$ cat src/rtl/tstdp_engine.sv
// tstdp_engine: parametrised triplet-STDP learning engine for a single synapse.
// Define TSTDP_TRIPLET_EN to include the triplet terms (r2/o2 traces and the shared multiplier).
module tstdp_engine #(
    parameter int TICK_DIV     = 6250,
    parameter int TRACE_W      = 16,
    parameter int FRAC         = 15,
    parameter int TAU_PLUS_SH  = 4,
    parameter int TAU_X_SH     = 10,
    parameter int TAU_MINUS_SH = 7,
    parameter int TAU_Y_SH     = 5,
    parameter int A2P_SH       = 12,
    parameter int A2M_SH       = 9,
    parameter int A3P_SH       = 7,
    parameter int A3M_SH       = 10,
    parameter int WEIGHT_W     = 18,
    parameter int W_MIN        = 0,
    parameter int W_MAX        = 32768,
    parameter int W_INIT       = 16384
) (
    input  logic                       clk,
    input  logic                       reset,
    input  logic                       enable,
    input  logic                       pre_spike,
    input  logic                       post_spike,
    input  logic                       w_load,
    input  logic signed [WEIGHT_W-1:0] w_load_val,
    output logic signed [WEIGHT_W-1:0] weight,
    output logic                       weight_valid,
    output logic                       busy,
    output logic                       pre_event,
    output logic                       post_event,
    output logic                       sat_hit
);
    localparam int CW = $clog2(TICK_DIV);
    localparam int SW = WEIGHT_W + 2;
    localparam int DW = TRACE_W + 1;
    localparam logic [TRACE_W-1:0] ONE = TRACE_W'(1) << FRAC;
    localparam logic signed [SW-1:0] LO = SW'(W_MIN);
    localparam logic signed [SW-1:0] HI = SW'(W_MAX);

    typedef enum logic [2:0] {IDLE, CAPTURE, MUL_DEP, MUL_POT, UPDATE} state_t;

    state_t state;
    logic [2:0] pre_sy, post_sy;
    logic pre_edge, post_edge, pre_pend, post_pend, tick, pe, qe, sup, clip;
    logic [CW-1:0] cnt;
    logic [TRACE_W-1:0] r1, o1, r1_d, o1_d, trip_dep, trip_pot;
    logic [DW-1:0] dep, pot;
    logic signed [SW-1:0] sum;
    logic signed [WEIGHT_W-1:0] w_next;

    function automatic logic [TRACE_W-1:0] decay(input logic [TRACE_W-1:0] x, input int sh);
        return x - (x >> sh);
    endfunction

    assign pre_edge  = pre_sy[1] & ~pre_sy[2];
    assign post_edge = post_sy[1] & ~post_sy[2];
    assign tick      = enable && cnt == CW'(TICK_DIV - 1);
    assign busy      = state != IDLE;

    always_ff @(posedge clk or posedge reset) begin
        if (reset) begin
            pre_sy  <= '0;
            post_sy <= '0;
        end else begin
            pre_sy  <= {pre_sy[1:0], pre_spike};
            post_sy <= {post_sy[1:0], post_spike};
        end
    end

    always_ff @(posedge clk or posedge reset) begin
        if (reset)
            cnt <= '0;
        else if (enable)
            cnt <= (cnt == CW'(TICK_DIV - 1)) ? '0 : cnt + CW'(1);
    end

    // An edge arriving during CAPTURE belongs to the following tick.
    always_ff @(posedge clk or posedge reset) begin
        if (reset) begin
            pre_pend  <= 1'b0;
            post_pend <= 1'b0;
        end else if (!enable) begin
            pre_pend  <= 1'b0;
            post_pend <= 1'b0;
        end else begin
            pre_pend  <= (state == CAPTURE) ? pre_edge : (pre_pend | pre_edge);
            post_pend <= (state == CAPTURE) ? post_edge : (post_pend | post_edge);
        end
    end

`ifdef TSTDP_TRIPLET_EN
    logic [TRACE_W-1:0] r2, o2, r2_d, o2_d;
    logic [2*TRACE_W-1:0] mul_a, mul_b, prod;
    assign mul_a    = {{TRACE_W{1'b0}}, state == MUL_DEP ? r2 : o2};
    assign mul_b    = {{TRACE_W{1'b0}}, state == MUL_DEP ? o1_d : r1_d};
    assign prod     = mul_a * mul_b;
    assign trip_dep = TRACE_W'(prod >> (FRAC + A3M_SH));
    assign trip_pot = TRACE_W'(prod >> (FRAC + A3P_SH));
`else
    assign trip_dep = '0;
    assign trip_pot = '0;
`endif

    // Sum is formed two bits wider than the weight so the clamp sees true overflow.
    always_comb begin
        sum    = SW'(weight) - $signed(SW'(dep)) + $signed(SW'(pot));
        clip   = sum < LO || sum > HI;
        w_next = sum < LO ? WEIGHT_W'(LO) : sum > HI ? WEIGHT_W'(HI) : WEIGHT_W'(sum);
    end

    always_ff @(posedge clk or posedge reset) begin
        if (reset) begin
            state        <= IDLE;
            pe           <= 1'b0;
            qe           <= 1'b0;
            sup          <= 1'b0;
            r1           <= '0;
            o1           <= '0;
            r1_d         <= '0;
            o1_d         <= '0;
`ifdef TSTDP_TRIPLET_EN
            r2           <= '0;
            o2           <= '0;
            r2_d         <= '0;
            o2_d         <= '0;
`endif
            dep          <= '0;
            pot          <= '0;
            weight       <= WEIGHT_W'(W_INIT);
            weight_valid <= 1'b0;
            pre_event    <= 1'b0;
            post_event   <= 1'b0;
            sat_hit      <= 1'b0;
        end else begin
            weight_valid <= 1'b0;
            pre_event    <= 1'b0;
            post_event   <= 1'b0;
            if (w_load) begin
                weight  <= w_load_val;
                sat_hit <= 1'b0;
            end
            case (state)
                IDLE: begin
                    sup <= 1'b0;
                    if (tick)
                        state <= CAPTURE;
                end
                CAPTURE: begin
                    pe         <= pre_pend;
                    qe         <= post_pend;
                    pre_event  <= pre_pend;
                    post_event <= post_pend;
                    r1_d       <= decay(r1, TAU_PLUS_SH);
                    o1_d       <= decay(o1, TAU_MINUS_SH);
`ifdef TSTDP_TRIPLET_EN
                    r2_d       <= decay(r2, TAU_X_SH);
                    o2_d       <= decay(o2, TAU_Y_SH);
`endif
                    state      <= MUL_DEP;
                end
                MUL_DEP: begin
                    dep   <= pe ? DW'(o1_d >> A2M_SH) + DW'(trip_dep) : '0;
                    state <= MUL_POT;
                end
                MUL_POT: begin
                    pot   <= qe ? DW'(r1_d >> A2P_SH) + DW'(trip_pot) : '0;
                    state <= UPDATE;
                end
                UPDATE: begin
                    r1 <= pe ? ONE : r1_d;
                    o1 <= qe ? ONE : o1_d;
`ifdef TSTDP_TRIPLET_EN
                    r2 <= pe ? ONE : r2_d;
                    o2 <= qe ? ONE : o2_d;
`endif
                    if (!sup && !w_load) begin
                        weight       <= w_next;
                        weight_valid <= 1'b1;
                        sat_hit      <= sat_hit | clip;
                    end
                    state <= IDLE;
                end
                default: state <= IDLE;
            endcase
            // A load during an update owns the weight for that tick.
            if (w_load && state != IDLE)
                sup <= 1'b1;
        end
    end
endmodule

$ cat config.mk
export PLATFORM = sky130hd
export DESIGN_NAME = tstdp_engine
export DESIGN_NICKNAME = d
export VERILOG_FILES = /design/src/rtl/tstdp_engine.sv
export SDC_FILE = /design/constraint.sdc
export NUM_CORES = 1
export LEC_CHECK = 0
export CORE_MARGIN = 1.5
export CORE_UTILIZATION = 30
export DETAILED_ROUTE_END_ITERATION = 10
export PLACE_DENSITY_LB_ADDON = 0.12
export SLEW_MARGIN = 20
export SYNTH_ARGS = -nofsm -noshare
export SYNTH_HDL_FRONTEND = slang
export SYNTH_SLANG_ARGS = --single-unit
$ cat constraint.sdc
create_clock -name clk -period 5.9 [get_ports clk]
set_input_delay 1.18 -clock clk [delete_from_list [all_inputs] [get_ports clk]]
set_output_delay 1.18 -clock clk [all_outputs]
set_load 0.03 [all_outputs]
==> flow_summary_export.csv, run 1 <==
group,metric,value,unit
synthesis,yosysMostFrequentCell,"dfrtp_1",
synthesis,synthArstFlopShare,1.00,
placed_design,gp_congestion,0.808,
synthesis,synth_top_area_cell,"dfrtp_1",
global_route,track_usage,0.148,
timing,slew_headroom,0.421,
synthesis,syn_nets,892,
power,powerDensity,273,nW/µm²
route,drt-pass1-iter-count,4,
setup_path,critPathLaunchType,"flip-flop",
setup_path,crit_family,"compound AO/OA/AOI/OAI gates",
route,drc,0,
synthesis,yosysWarningCount,0,
layout,antennaDiodeCount,0,
route,drt_iter0_markers,241,
setup_path,path_buf_inv,2,
layout,syn_to_final_growth,18.7,%
timing,finalClockSkew,0.0129,ns
floorplanning,rows,57,
cts,tritoncts,"done",
outcome,status,"finished, final reports clean",
global_route,grt_first_pass_wirelength,29.9,mm
cts,clockRootBuffer,"clkbuf_16",
timing,fin_setup_tns,0,ns
route,wirelength,18.0,mm
placed_design,io_buffers,46,
synthesis,synth_common_cells,"dfrtp_1, nand2_1, o21ai_0",
synthesis,yosys_register_bits,124,
cts,cts_made_buffers,17,
route,vias_per_cell,4.76,
cts,clk_pin_slew_worst_paths,0.06,ns
route,avgRoutedWirePerCell,15.1,µm
power,ir_drop,163,µV
timing,tightest_slew,0.861,ns
cts,clock_sinks,124,
placed_design,postPlaceCellArea,8170,µm²
floorplanning,io-pin-count,47,
floorplanning,dieArea,25600,µm²
global_route,antenna_found_initial,0,
setup_path,cp_cell_sequence,"fa_1 -> inv_1 -> fa_1 -> nor2b_1 -> o211ai_2 -> a211oi_1 -> or2_1 -> o311a_1 -> o311ai_2 -> buf_4 -> or3_1 -> o21ai_0",
setup_path,crit_top_cell,"fa_1",
cts,clk_latency,0.42,ns
global_route,grt_pass1_vias,5647,
synthesis,synth_top_area_frac,0.417,
setup_path,crit_fanout,13,
placed_design,dpl.hpwl,12.6,mm
flow_run,drv_cap,0,
power,p_leak,3.71,nW
timing,hold_viol,0,
floorplanning,die_y,160,µm
synthesis,syn_area_per_cell,9.03,µm²
setup_path,critPathRequiredTime,6.22,ns
layout,nets,931,
timing,max_freq,0.272,GHz
timing,setup_viol,0,
route,dr_total_vias,5675,
cts,htreeDepth,4,
setup_path,critPathMaxStageDelay,0.57,ns
setup_path,worstSetupPathType,"reg -> reg",
layout,drive_gt1_frac,0.0644,
floorplanning,die_w,160,µm
layout,stdcell_area,8760,µm²
global_route,grt_max_degree,92,
cts,hold_buffers,0,
timing,rsz0062_at_grt,"false",
floorplanning,coreArea,24200,µm²
timing,period_share,0.623,
worst_hold_path,hp-class,"reg -> reg",
floorplanning,start_util,0.304,
synthesis,ys.flop_type,"dfrtp_1",
route,ant_nets,0,
cts,postCtsSetupRepairBufs,0,
synthesis,yosysSeqAreaShare,0.421,
synthesis,synthTopCellsByArea,"dfrtp_1, ha_1, o21ai_0, nand2_1, nand2b_1",
cts,cts_resized,0,
setup_path,endpoint_kind,"flip-flop",
setup_path,cp.arrival,4.00,ns
synthesis,synth_cell_types,61,
synthesis,netlist_instances,817,
timing,slew_violations,0,
synthesis,synth_edf_count,0,
cts,clockBufferDepth,2,
timing,period_needed,3.68,ns
synthesis,syn_area,7380,µm²
global_route,overflow,0,
setup_path,critical_path.slowest_cell,"fa_1",
-- cells in the final DEF (no fill, tap or decap), types with 5 or more instances in the layout --
cell type,netlist,routed
dfrtp_1,123,123
nand2_1,119,118
o21ai_0,93,93
inv_1,62,61
clkdlybuf4s50_1,0,46
ha_1,45,45
nand2b_1,40,40
nor2_1,33,33
a21oi_1,27,27
xnor2_1,23,23
mux2i_1,21,21
nand3_1,19,19
xor2_1,18,18
nor3_1,18,18
clkbuf_16,0,17
nor2b_1,11,11
o22ai_1,11,11
o21a_1,9,9
a21o_1,9,9
nand4_1,7,7
or2_2,7,7
or3_1,6,6
fa_1,6,6
buf_4,0,6
and3_1,5,5
a211oi_1,5,5
o31ai_1,5,5
-- flip-flops by register name (all words and copies together), names as in the netlist --
register	count
pre_event	1
post_event	1
o1_d	16
pe	1
post_pend	1
pot	4
qe	1
sup	1
cnt	13
pre_sy	3
r1_d	16
r1	16
weight_valid	1
o1	16
sat_hit	1
pre_pend	1
weight	18
post_sy	3
dep	7
state	3
-- metal layers --
layer | track usage | routed length, µm | vias to the layer above | share of wire
met3 | 0.0330 | 572 | 15 | 0.032
met1 | 0.198 | 9010 | 2693 | 0.50
met2 | 0.244 | 8270 | 82 | 0.46
met5 | 0 | 0 | - | 0
met4 | 0.0357 | 175 | 0 | 0.0097
li1 | - | - | 2885 | -
-- per-stage QoR --
step                      instances  hold WS (ns)   util  power (W)  setup WS (ns)
after floorplan                 817         0.331      -    0.00122           1.42
after global placement         1161         0.337  0.337    0.00136           2.26
after detailed placement       1161         0.338  0.337    0.00135           2.14
after CTS                      1193         0.352  0.361    0.00243           2.18
after global routing           1193         0.356  0.361    0.00251           2.00
final                          1193         0.349  0.361    0.00239           2.22
-- area by class of cell --
type / count / area [µm²]
sequential: 124 / 3100
clock inverter: 12 / 139
tap: 324 / 405
inverter: 63 / 241
timing repair buffer: 52 / 505
multi-input combinational: 598 / 3910
clock buffer: 20 / 457
fill: 2529 / 15500
-- cell families (layout without fill, tap and decap cells) --
family | Yosys count | after routing | synth area share
simple gates | 290 | 290 | 0.193
compound gates | 194 | 194 | 0.166
flops | 124 | 124 | 0.421
buf+inv | 95 | 147 | 0.0498
fa+ha+maj | 51 | 51 | 0.0926
xor+xnor | 41 | 41 | 0.0487
mux | 22 | 22 | 0.0300
-- power by group --
group	internal [W]	leakage (nW)	switching, W
combinational	0.000173	1.76	0.000243
sequential	0.000882	1.67	0.0000359
clock	0.000647	0.279	0.000409
total	0.00170	3.71	0.000687
-- worst register-to-register path, cell delays in order, from the launching register on --
cell and delay (ns):
dfrtp_1 0.42, fa_1 0.58, inv_1 0.06, fa_1 0.45, nor2b_1 0.19, o211ai_2 0.16
a211oi_1 0.44, or2_1 0.23, o311a_1 0.22, o311ai_2 0.17, buf_4 0.24, or3_1 0.35
o21ai_0 0.08
-- worst paths after layout --
kind / from / to / slack (ns) / cells after the start
worst max-delay path: weight[1] / weight[5] / 2.22 / 12
worst min-delay path: pre_sy[0] / pre_sy[1] / 0.35 / 0
worst max register to register: weight[1] / weight[5] / 2.22 / 12
worst min register to register: pre_sy[0] / pre_sy[1] / 0.35 / 0
max in group asynchronous: reset / cnt[3] / 3.55 / 3
min in group asynchronous: reset / o1_d[13] / 1.31 / 2
No activity file was read; power rests on OpenSTA's default activity.
==> inputs of run 2 (changes only) <==
Clock period 5.9 ns to 3 ns, I/O delays scaled along.
==> run 2 against run 1 <==
- utilization up 3.2 points
- worst setup slack worse by 2.5 ns
- die area unchanged
- fmax up 11%
- largest power group unchanged
- non-clock buffer count up 63
- the flow now finishes with violations (negative setup slack)
- design area up 8.7%
- sequential power up 96%
- highest routed layer unchanged
- largest cell class unchanged
- worst hold slack worse by 0.0022 ns
==> flow_summary_export.csv, run 2 (synthesis results as in run 1) <==
group,metric,value,unit
outcome,status,"finished, violations left",
outcome,violations,"negative setup slack",
power,switching_share,0.294,
timing,finalWorstSetupSlack,-0.313,ns
global_route,grt_max_degree,89,
route,avgRoutedWirePerCell,14.0,µm
placed_design,place_ws,-0.422,ns
floorplanning,rows,57,
cts,clock_sinks,124,
global_route,antenna_found_initial,0,
timing,period_share,1.10,
power,p_seq_frac,0.364,
timing,tightest_slew,1.00,ns
floorplanning,die_y,160,µm
global_route,track_usage,0.146,
setup_path,critPathRequiredTime,3.31,ns
global_route,grt_first_pass_wirelength,30.1,mm
power,switching_power,0.00145,W
timing,fin_setup_tns,-2.42,ns
route,drc,0,
cts,clockRootBuffer,"clkbuf_16",
setup_path,cp.arrival,3.62,ns
layout,antennaDiodeCount,0,
placed_design,postPlaceCellArea,8630,µm²
layout,stdcell_area,9530,µm²
power,p_leak,4.07,nW
cts,cts_made_buffers,17,
placed_design,io_buffers,46,
cts,htreeDepth,4,
timing,finalClockSkew,0.0197,ns
power,p_clk_frac,0.396,
setup_path,crit_fanout,3,
cts,hold_buffers,0,
layout,nets,994,
cts,clk_pin_slew_worst_paths,0.07,ns
route,dr_total_vias,5826,
power,ir_drop,302,µV
layout,largest_register_ffs,18,
timing,slew_violations,0,
global_route,overflow,0,
placed_design,dpl.hpwl,12.5,mm
floorplanning,io-pin-count,47,
timing,rsz0062_at_grt,"true",
timing,setup_viol,17,
flow_run,drv_cap,0,
layout,largest-register,"weight",
timing,period_needed,3.31,ns
route,drt-pass1-iter-count,4,
setup_path,critPathLaunchType,"flip-flop",
route,wirelength,17.6,mm
timing,hold_viol,0,
setup_path,endpoint_kind,"flip-flop",
layout,layout_commonest_cell,"dfrtp_1",
floorplanning,die_w,160,µm
floorplanning,coreArea,24200,µm²
layout,syn_to_final_growth,29.1,%
layout,fillCellCount,2445,
placed_design,gp_congestion,0.823,
floorplanning,start_util,0.304,
layout,drive_gt1_frac,0.176,
power,power.internal,0.00348,W
cts,clockBufferDepth,2,
global_route,grt_pass1_vias,5904,
power,powerDensity,518,nW/µm²
timing,slew_headroom,0.328,
cts,clk_latency,0.43,ns
timing,max_freq,0.302,GHz
power,comb_power_share,0.240,
cts,tritoncts,"done",
layout,final_cell_mix,"dfrtp_1, nand2_1, o21ai_0, buf_4, inv_1",
route,ant_nets,0,
setup_path,worstSetupPathType,"reg -> reg",
floorplanning,dieArea,25600,µm²
worst_hold_path,hp-class,"reg -> reg",
route,vias_per_cell,4.64,
route,drt_iter0_markers,225,
timing,hold_slack,0.347,ns
## run 2: worst paths after layout
kind	end	depth (start not counted)	slack (ns)	from
worst max-delay path	sat_hit	13	-0.31	dep[1]
worst min-delay path	pre_sy[1]	0	0.35	pre_sy[0]
worst max register to register	sat_hit	13	-0.31	dep[1]
worst min register to register	pre_sy[1]	0	0.35	pre_sy[0]
max in group asynchronous	weight[1]	3	1.89	reset
min in group asynchronous	o1[5]	3	0.69	reset
## run 2: through the flow
stage	cells	util	total power, W
2_1_floorplan	817	-	0.00243
5_1_grt	1255	0.393	0.00519
6_report	1255	0.393	0.00493
3_5_place_dp	1212	0.356	0.00286
4_1_cts	1247	0.385	0.00491
3_3_place_gp	1212	0.356	0.00287
## run 2: area by class of cell
cell class                 instances  area (µm²)  share of cell area
tap                              324         405              0.0425
inverter                          63         240              0.0252
timing repair buffer             115        1040               0.109
clock inverter                    13         118              0.0123
sequential                       124        3110               0.326
clock buffer                      18         439              0.0461
multi-input combinational        598        4180               0.439
## run 2: layer usage
layer,vias to the layer above,track usage,part of all wire
met4,0,0.0463,0.010
met1,2721,0.190,0.49
li1,3020,-,-
met5,-,0,0
met2,72,0.243,0.48
met3,13,0.0299,0.026
## run 2: power by group through the flow
stage / clock, W / combinational (W) / sequential (W)
finish: 0.00195 / 0.00118 / 0.00180
global route: 0.00209 / 0.00129 / 0.00181
detailed placement: 0 / 0.00103 / 0.00183
global placement: 0 / 0.00104 / 0.00183
CTS: 0.00201 / 0.00110 / 0.00180
floorplan: 0 / 0.000564 / 0.00187
## run 2: repair_timing
item                       in CTS  in global routing
setup endpoints to repair      17                 17
gates resized for setup        29                 33
buffers inserted                4                  9
pin swaps                      17                 20
## run 2: worst max-delay path: stages (launching register included)
cell and delay [ns]:
dfrtp_1 0.36, inv_2 0.04, fa_1 0.57, inv_2 0.05
fa_2 0.37, nor2b_4 0.16, o211ai_4 0.09, a211oi_2 0.27
buf_4 0.16, nor3_1 0.03, a211o_1 0.26, or4b_4 0.54
o41ai_4 0.22, o22ai_1 0.10
==> inputs of run 3 (changes only) <==
Clock period 3 ns to 2.73 ns, I/O delays scaled along.
==> run 3 against run 2 <==
- the flow still finishes with violations (negative setup slack)
- utilization is 0.96 points higher
- critical path type unchanged
- critical path depth decreased by 2
- non-clock buffer count grew 32
- clock power grew 19%
- worst hold slack improved by 0.00080 ns
- sequential cell count is the same
- sequential share of layout area fell by 0.78 points
- worst setup slack got worse by 0.21 ns
- clock skew is 0.013 ns lower
- die area did not move
==> flow_summary_export.csv, run 3 (synthesis results as in run 1) <==
group,metric,value,unit
setup_path,critPathRequiredTime,3.02,ns
cts,clk_latency,0.42,ns
setup_path,cp.arrival,3.54,ns
timing,tightest_slew,0.911,ns
floorplanning,start_util,0.304,
layout,final_cell_mix,"dfrtp_1, nand2_1, buf_4, o21ai_0, inv_1",
route,avgRoutedWirePerCell,14.1,µm
floorplanning,dieArea,25600,µm²
timing,slew_violations,0,
layout,largest-register,"weight",
global_route,antenna_found_initial,0,
timing,max_freq,0.307,GHz
timing,hold_viol,0,
layout,drive_gt1_frac,0.192,
route,drc,0,
global_route,grt_max_degree,65,
worst_hold_path,hp-class,"reg -> reg",
timing,fin_setup_tns,-6.34,ns
layout,nets,1026,
route,drt-pass1-iter-count,4,
setup_path,endpoint_kind,"flip-flop",
global_route,overflow,0,
cts,clockRootBuffer,"clkbuf_16",
floorplanning,die_w,160,µm
outcome,status,"finished, violations left",
route,drt_iter0_markers,237,
global_route,grt_pass1_vias,6049,
timing,hold_slack,0.348,ns
floorplanning,coreArea,24200,µm²
route,ant_nets,0,
cts,clockBufferDepth,2,
setup_path,critPathLaunchType,"flip-flop",
timing,setup_viol,17,
route,wirelength,18.2,mm
layout,layout_commonest_cell,"dfrtp_1",
route,vias_per_cell,4.62,
floorplanning,rows,57,
placed_design,dpl.hpwl,13.1,mm
cts,clock_sinks,124,
placed_design,gp_congestion,0.777,
timing,period_share,1.19,
cts,tritoncts,"done",
power,powerDensity,571,nW/µm²
power,ir_drop,378,µV
layout,finish.utilization,0.403,
global_route,grt_first_pass_wirelength,30.9,mm
placed_design,io_buffers,46,
global_route,track_usage,0.151,
layout,antennaDiodeCount,0,
route,dr_total_vias,5952,
flow_run,drv_cap,0,
floorplanning,die_y,160,µm
layout,largest_register_ffs,18,
power,p_leak,4.24,nW
cts,htreeDepth,4,
cts,clk_pin_slew_worst_paths,0.06,ns
layout,syn_to_final_growth,32.3,%
timing,finalClockSkew,0.00659,ns
cts,cts_made_buffers,17,
timing,slew_headroom,0.389,
setup_path,crit_fanout,3,
floorplanning,io-pin-count,47,
outcome,violations,"negative setup slack",
cts,hold_buffers,0,
layout,multi_input_area,4150,µm²
timing,period_needed,3.26,ns
timing,finalWorstSetupSlack,-0.525,ns
timing,rsz0062_at_grt,"true",
layout,fillCellCount,2471,
setup_path,worstSetupPathType,"reg -> reg",
layout,regArea,3110,µm²
[run 3: changes by cell type in the layout (fill, tap and decap cells not counted), sizes merged]
cell,delta
clkbuf,+7
bufinv,+2
clkinv,-2
clkinvlp,-4
buf,+32
inv,-2
[run 3: through the flow]
step / std cells / cell area (µm²) / worst slack [ns] / power (W)
after detailed placement: 1242 / 8850 / -0.582 / 0.00317
after CTS: 1283 / 9660 / -0.544 / 0.00564
after global placement: 1242 / 8850 / -0.548 / 0.00318
after global routing: 1288 / 9760 / -0.734 / 0.00589
final: 1288 / 9760 / -0.525 / 0.00558
after floorplan: 817 / 7450 / -0.543 / 0.00267
[run 3: worst paths after layout]
kind                            slack, ns       from        end  depth (start not counted)
worst max-delay path                -0.53  weight[1]    sat_hit                         11
min in group asynchronous            0.40      reset  weight[1]                          2
max in group asynchronous            1.56      reset      r1[7]                          3
worst max register to register      -0.53  weight[1]    sat_hit                         11
worst min-delay path                 0.35  pre_sy[0]  pre_sy[1]                          0
worst min register to register       0.35  pre_sy[0]  pre_sy[1]                          0
[run 3: cell type report]
cell class / count / area share
clock buffers: 25 / 0.0497
clock inverters: 7 / 0.0115
inverters: 63 / 0.0246
multi-input cells: 598 / 0.425
flip-flops and latches: 124 / 0.318
well taps: 324 / 0.0415
repair buffers: 147 / 0.129
[run 3: power by group]
part	internal [W]	switching, W
logic	0.000647	0.000632
registers	0.00191	0.0000673
clock network	0.00150	0.000820
[run 3: metal layers]
layer / routed length [µm] / vias to the layer above / track usage
li1: - / 3086 / -
met1: 8970 / 2790 / 0.199
met2: 8580 / 64 / 0.254
met3: 453 / 12 / 0.0306
met4: 177 / 0 / 0.0382
met5: 0 / - / 0
[run 3: repair_timing]
item | CTS | global route
buffers inserted | 9 | 5
resized for setup | 32 | 16
pin swaps | 9 | 9
endpoints found under the setup margin | 18 | 23
cloned | 0 | 0
[run 3: critical path: stages, from the launching register on]
cell and delay (ns):
dfrtp_2 0.42, fa_1 0.53, inv_1 0.06, fa_2 0.37, nor2b_4 0.14, o211ai_2 0.13, a211oi_2 0.30, or2_4 0.19
xnor2_2 0.12, or4b_4 0.49, o41ai_2 0.28, o22ai_1 0.10
